==> config.mk <==
export PLATFORM = sky130hd
export DESIGN_NAME = operand_fetch
export DESIGN_NICKNAME = d
export VERILOG_FILES = /design/src/rtl/operand_fetch_pkg.sv /design/src/rtl/opf_bypass.sv /design/src/rtl/operand_fetch.sv
export SDC_FILE = /design/constraint.sdc
export NUM_CORES = 1
export LEC_CHECK = 0
export ABC_CLOCK_PERIOD_IN_PS = 2500
export CAP_MARGIN = 10
export CORE_MARGIN = 10
export CORE_UTILIZATION = 25
export CTS_BUF_LIST = sky130_fd_sc_hd__clkbuf_16
export CTS_CLUSTER_DIAMETER = 30
export DETAILED_ROUTE_END_ITERATION = 6
export GPL_ROUTABILITY_DRIVEN = 0
export PLACE_DENSITY = 0.61
export SLEW_MARGIN = 15
export SYNTH_ARGS = -nofsm -noshare
export SYNTH_HDL_FRONTEND = slang
export SYNTH_HIERARCHICAL = 1
export SYNTH_SLANG_ARGS = --single-unit
==> constraint.sdc <==
create_clock -name clk -period 2.5 [get_ports clk]
set_input_delay 0.25 -clock clk [delete_from_list [all_inputs] [get_ports clk]]
set_output_delay 0.25 -clock clk [all_outputs]
set_load 0.005 [all_outputs]
==> src/rtl/operand_fetch_pkg.sv <==
// Shared defaults and stage-occupancy encodings for the operand-fetch stage.
// Bypass option: OPERAND_FETCH_BYPASS_EN.
package operand_fetch_pkg;

  localparam int WIDTH_DEF  = 8;
  localparam int AWIDTH_DEF = 8;

  // {OUT occupied, S1 occupied}
  typedef enum logic [1:0] {
    OCC_EMPTY = 2'b00,
    OCC_S1    = 2'b01,
    OCC_OUT   = 2'b10,
    OCC_BOTH  = 2'b11
  } occ_e;

  function automatic occ_e occupancy(input logic s1_v, input logic op_v);
    return occ_e'({op_v, s1_v});
  endfunction

endpackage

==> src/rtl/opf_bypass.sv <==
// Per-port write-to-read forwarding for one RAM read port.
// Active only when OPERAND_FETCH_BYPASS_EN is defined; otherwise a pass-through.
module opf_bypass
  import operand_fetch_pkg::*;
#(
  parameter int WIDTH  = WIDTH_DEF,
  parameter int AWIDTH = AWIDTH_DEF
) (
  input  logic              clk,
  input  logic              rst,
  input  logic [AWIDTH-1:0] rd_address,
  input  logic [AWIDTH-1:0] wb_address,
  input  logic [WIDTH-1:0]  wb_data,
  input  logic              wb_we,
  input  logic [WIDTH-1:0]  ram_out,
  output logic [WIDTH-1:0]  data
);

`ifdef OPERAND_FETCH_BYPASS_EN
  logic             hit;
  logic             hit_q;
  logic [WIDTH-1:0] hit_data_q;

  assign hit = wb_we && (wb_address == rd_address);

  // The flag tracks the read issued this cycle, so a re-issue without a
  // matching write clears it: the RAM already holds the newer word.
  always_ff @(posedge clk) begin
    if (rst) begin
      hit_q      <= 1'b0;
      hit_data_q <= '0;
    end else begin
      hit_q <= hit;
      if (hit) hit_data_q <= wb_data;
    end
  end

  always_comb data = hit_q ? hit_data_q : ram_out;
`else
  logic unused_inputs;
  assign unused_inputs = ^{clk, rst, rd_address, wb_address, wb_data, wb_we};
  always_comb data = ram_out;
`endif

endmodule

==> src/rtl/operand_fetch.sv <==
// Operand-fetch stage: two-stage (S1 read in flight, OUT operands) valid/ready pipe
// in front of a dual-read RAM. Optional write bypass: OPERAND_FETCH_BYPASS_EN.
module operand_fetch
  import operand_fetch_pkg::*;
#(
  parameter int WIDTH  = WIDTH_DEF,
  parameter int AWIDTH = AWIDTH_DEF
) (
  input  logic              clk,
  input  logic              rst,
  input  logic              req_valid,
  output logic              req_ready,
  input  logic [AWIDTH-1:0] req_addr_a,
  input  logic [AWIDTH-1:0] req_addr_b,
  output logic              op_valid,
  input  logic              op_ready,
  output logic [WIDTH-1:0]  op_a,
  output logic [WIDTH-1:0]  op_b,
  input  logic [AWIDTH-1:0] wb_address,
  input  logic [WIDTH-1:0]  wb_data,
  input  logic              wb_we,
  output logic [AWIDTH-1:0] port_a_address,
  input  logic [WIDTH-1:0]  port_a_out,
  output logic [AWIDTH-1:0] port_b_address,
  input  logic [WIDTH-1:0]  port_b_out,
  output logic [AWIDTH-1:0] port_c_address,
  output logic [WIDTH-1:0]  port_c_data,
  output logic              port_c_we
);

  logic              s1_v;
  logic [AWIDTH-1:0] s1_addr_a, s1_addr_b;
  logic              out_free, s1_adv, accept;
  logic [WIDTH-1:0]  fetch_a, fetch_b;

  assign out_free  = !op_valid || op_ready;
  assign s1_adv    = s1_v && out_free;
  assign req_ready = !s1_v || out_free;
  assign accept    = req_valid && req_ready;

  // A stalled S1 re-issues its read every cycle so the word returned at
  // advance reflects all writes up to the previous cycle.
  always_comb begin
    port_a_address = accept ? req_addr_a : s1_addr_a;
    port_b_address = accept ? req_addr_b : s1_addr_b;
  end

  assign port_c_address = wb_address;
  assign port_c_data    = wb_data;
  assign port_c_we      = wb_we;

  always_ff @(posedge clk) begin
    if (rst) begin
      s1_v      <= 1'b0;
      s1_addr_a <= '0;
      s1_addr_b <= '0;
    end else if (accept) begin
      s1_v      <= 1'b1;
      s1_addr_a <= req_addr_a;
      s1_addr_b <= req_addr_b;
    end else if (s1_adv) begin
      s1_v <= 1'b0;
    end
  end

  always_ff @(posedge clk) begin
    if (rst) begin
      op_valid <= 1'b0;
      op_a     <= '0;
      op_b     <= '0;
    end else if (s1_adv) begin
      op_valid <= 1'b1;
      op_a     <= fetch_a;
      op_b     <= fetch_b;
    end else if (op_valid && op_ready) begin
      op_valid <= 1'b0;
    end
  end

  opf_bypass #(.WIDTH(WIDTH), .AWIDTH(AWIDTH)) u_byp_a (
    .clk        (clk),
    .rst        (rst),
    .rd_address (port_a_address),
    .wb_address (wb_address),
    .wb_data    (wb_data),
    .wb_we      (wb_we),
    .ram_out    (port_a_out),
    .data       (fetch_a)
  );

  opf_bypass #(.WIDTH(WIDTH), .AWIDTH(AWIDTH)) u_byp_b (
    .clk        (clk),
    .rst        (rst),
    .rd_address (port_b_address),
    .wb_address (wb_address),
    .wb_data    (wb_data),
    .wb_we      (wb_we),
    .ram_out    (port_b_out),
    .data       (fetch_b)
  );

endmodule
* After elaboration in Yosys (flattened, before gate mapping)
Index checks and enable logic that the tools add are counted.
** Operators by class
- Muxes and demuxes :: 6
- Reductions and logical operators :: 9
** Operator list (count)
- $mux 8 :: 2
- $mux 1 :: 4
- $reduce_bool 2->1 :: 2
- $logic_and 1x1->1 :: 3
- $logic_not 1->1 :: 2
- $logic_or 1x1->1 :: 2
** Word-level totals
- Input bits :: 53
- Output and inout bits :: 51
- Bits in registers :: 34
- Logic and storage cells :: 21

* Logic depth before layout (Yosys ltp)
- Depth after elaboration :: 5
- Gate-level depth with buffers :: 7
- Mapped depth without buffers :: 4

* By module
The synthesis kept the hierarchy.
** By module, submodules not included
- operand_fetch :: cells each 187, sequential area each 680.7 µm², times used 1, area each 1636.6 µm²
- opf_bypass :: cells each 8, sequential area each 0.0 µm², times used 2, area each 60.1 µm²

* Worst setup path before layout
No wires, ideal clock.
- Path kind :: register to output
- Start :: register s1_v
- End :: output port_a_address[0]
- Data arrival time :: 1.058 ns
- Cell stages (with the launch flop) :: 7
- Setup slack :: 1.192 ns
- Data required time :: 2.250 ns
- Buffers on the path :: 3
- Path through :: dfxtp_1 -> buf_6 -> and3b_1 -> buf_6 -> buf_6 -> o21ai_2 -> nand2_1
** Between the ends
- Cells in the longest elaborated chain, start to end :: 4
** Ends and longest elaborated chain
- start: declaration :: RTL line operand_fetch.sv:31 : logic s1_v;
- start signal: assignment :: RTL line operand_fetch.sv:54 : s1_v <= 1'b0;
- start signal: assignment :: RTL line operand_fetch.sv:58 : s1_v <= 1'b1;
- start signal: assignment :: RTL line operand_fetch.sv:62 : s1_v <= 1'b0;
- $logic_not 1->1 :: RTL line operand_fetch.sv:38 : assign req_ready = !s1_v || out_free;
- $logic_or 1x1->1 :: RTL line operand_fetch.sv:38
- $logic_and 1x1->1 :: RTL line operand_fetch.sv:39 : assign accept = req_valid && req_ready;
- $mux 8
- end: declaration :: RTL line operand_fetch.sv:22 : output logic [AWIDTH-1:0] port_a_address,
Every way passes these cells.

* Worst setup path after layout
- Start :: input req_valid
- End :: output port_a_address[7]
** Between the ends
- Cells in the longest elaborated chain, start to end :: 2
** Ends and longest elaborated chain
- start: declaration :: RTL line operand_fetch.sv:11 : input logic req_valid,
- $logic_and 1x1->1 :: RTL line operand_fetch.sv:39
- $mux 8
Every way passes these cells.

==> impl_results.md <==
* Die area at between 10000 and 15000 sq um
* Unrepaired setup endpoints after global routing: false
* Period utilization at between 90 and 100%
* Netlist cell types at 20
* Cell count after synthesis at 203
* Sequential share of the synthesized area at between 30 and 40%
* CTS Hold Buffers Added at 0
* Leakage power at 0.000877 uW
* CTS buffer count at 5
* First DRT Iteration DRCs at 33
* Initial antenna violation count at 0
* Minimum clock period at roughly 2.3 ns
* WL/cell at 14.5 um
* Synth top area share at 38.7%
* Final hold violation count at 0
* IO Pins at between 100 and 150
* Hold Crit Class: flip-flop to flip-flop
* Synth warn at 6
* Vias in the first global route at around 1500
* CP arrival at roughly 2.1 ns
* Share of cells above drive strength 1 at between 10% and 20%
* Final Slew Violations at 0
* Largest cells by area after synthesis: dfxtp_1 39%, buf_4 14%, a21oi_1 7.4%
* Port buffer count at between 60 and 70
* Row count at 30
* Root Buffer Master: clkbuf_16
* WP data required at 2.25 ns
* Drt drc at 0
* Vias per Instance at about 4.3
* Status: finished, final reports clean
* Startpoint types: input pin
* CTS Sinks at 34
* Max VDD drop at about 0.00021 V
* Die height at ~100 um
* Largest net degree at the start of global routing at 32
* Synth Area per Inst at 8.65 sq um
* Tot GR Track Use at slightly below 9%
* Synth async-reset ratio at 0%
* Routed WL at 4790 um
* Final #Nets at about 290
* DP Area at 2250 sq um
* Core Region at a little under 7000 sq um
* Crit path kind: input pin to output port
* Area delta synth->final at 36.3%
* Critical Path End Type: output port
* Slew margin rel. at about 56%
* # Max-Cap Violations at 0
* Cell area after synthesis at between 1500 and 2000 sq um
* Die W at approximately 100 um
* Skew final at 0.00172 ns
* Power per cell area at 584 nW/um^2
* Worst-path clk slew at roughly 0.050 ns
* Syn Nets at roughly 260
* First-pass GRT wire length at between 7000 and 8000 um
* Vias at ~1400
* H-tree levels at 2
* CTS tree: built
* HPWL after detailed placement at between 3000 and 4000 um
* CP max FO at 17
* Synthesis-stage register bit count at 34
* GR Overflow Total at 0
* Hold Slack at 0.462 ns
* Effective utilization at floorplan at 25.9%
* F_max at approximately 0.43 GHz
* Post-synth top cells: 34 x dfxtp_1, 33 x buf_4, 26 x a21oi_1
* Clock Latency Late Sink at 0.27 ns
* Largest area contributor in the netlist: dfxtp_1
* DRT antenna net count at 0
* EDFF count, synth at 0
* Most instantiated library cell after synthesis: dfxtp_1
* # setup viols final at 0
* Design Area, Final at between 2000 and 2500 sq um
* Clock tree buffer depth at 2
* Final setup TNS at 0 ns
* Worst slew pin tran at roughly 0.66 ns
* Most used DFF post-synth: dfxtp_1
* TritonRoute pass-1 iters at 4
* ANT cells at 0
==> report_power, final <==
part | switching, uW | internal [uW] | leakage (uW)
Combinational | 96.1 | 136 | 0.000531
Sequential | 11.1 | 571 | 0.000279
Clock | 220 | 363 | 0.0000672
Total | 328 | 1070 | 0.000877
==> kinds of logic after synthesis <==
group / count (synthesis) / share of synthesized area (%)
AO/OA/AOI/OAI: 66 / 22.6
buffers and inverters: 52 / 21.7
flip-flops: 34 / 38.7
AND/OR/NAND/NOR: 51 / 17.0
==> final timing paths <==
kind | depth (start not counted) | slack, ns | end | from
max | 5 | 0.20 | port_a_address[7] | req_valid
max reg2reg | 4 | 1.24 | op_a[7]$_SDFFE_PP0P_ | s1_v$_SDFFE_PP0P_
min reg2reg | 2 | 0.46 | s1_addr_b[4]$_SDFF_PP0_ | s1_addr_b[4]$_SDFF_PP0_
min | 2 | 0.46 | s1_addr_b[4]$_SDFF_PP0_ | s1_addr_b[4]$_SDFF_PP0_
==> per-stage QoR <==
stage | worst slack, ns | total power (uW) | utilization [%] | instances
after floorplan | 1.19 | 729 | - | 203
after global placement | 0.131 | 828 | 33.1 | 323
after detailed placement | 0.116 | 831 | 33.1 | 323
after CTS | 0.111 | 1430 | 35.2 | 331
after global routing | 0.0320 | 1480 | 35.2 | 331
final | 0.196 | 1400 | 35.2 | 331
==> flip-flops by register name (all words and copies together), names as in the netlist <==
name       flops
s1_addr_b      8
op_b           8
s1_v           1
op_a           8
op_valid       1
s1_addr_a      8
==> critical path, cell delays in order <==
cell and delay [ns]:
clkdlybuf4s50_1 0.53, clkinvlp_4 0.37, o21ai_0 0.35, nand2_1 0.09, clkdlybuf4s50_1 0.45
==> per-layer routing <==
layer	GRT usage (%)	vias up	wire length, um
met5	0	-	0
met4	2.39	0	0
met3	4.40	0	431
met2	14.5	65	2250
met1	9.62	631	2110
li1	-	727	-
==> what timing repair did <==
item	4_1_cts	5_1_grt
endpoints found under the setup margin	0	2
setup buffers	0	0
gates resized for setup	0	1
==> cell usage in the layout (no fill, tap or decap), types with 2 or more instances in the layout <==
cell type and n:
clkinvlp_4 2, nand2_1 16, nand3_4 2, a21oi_1 26, o21ai_0 22, nand3_2 6, o21ai_2 10, nand3_1 24
buf_4 3, clkbuf_16 5, clkdlybuf4s50_1 69, a21oi_2 8, dfxtp_1 34
==> area by class of cell <==
type	instances	area, sq um
Fill cell	701	4400
Multi-Input combinational cell	117	696
Tap cell	96	120
Sequential cell	34	681
Clock buffer	5	125
Timing Repair Buffer	73	733
Inverter	3	22.5
Clock inverter	3	16.3
Power figures use the tool's default switching activity.
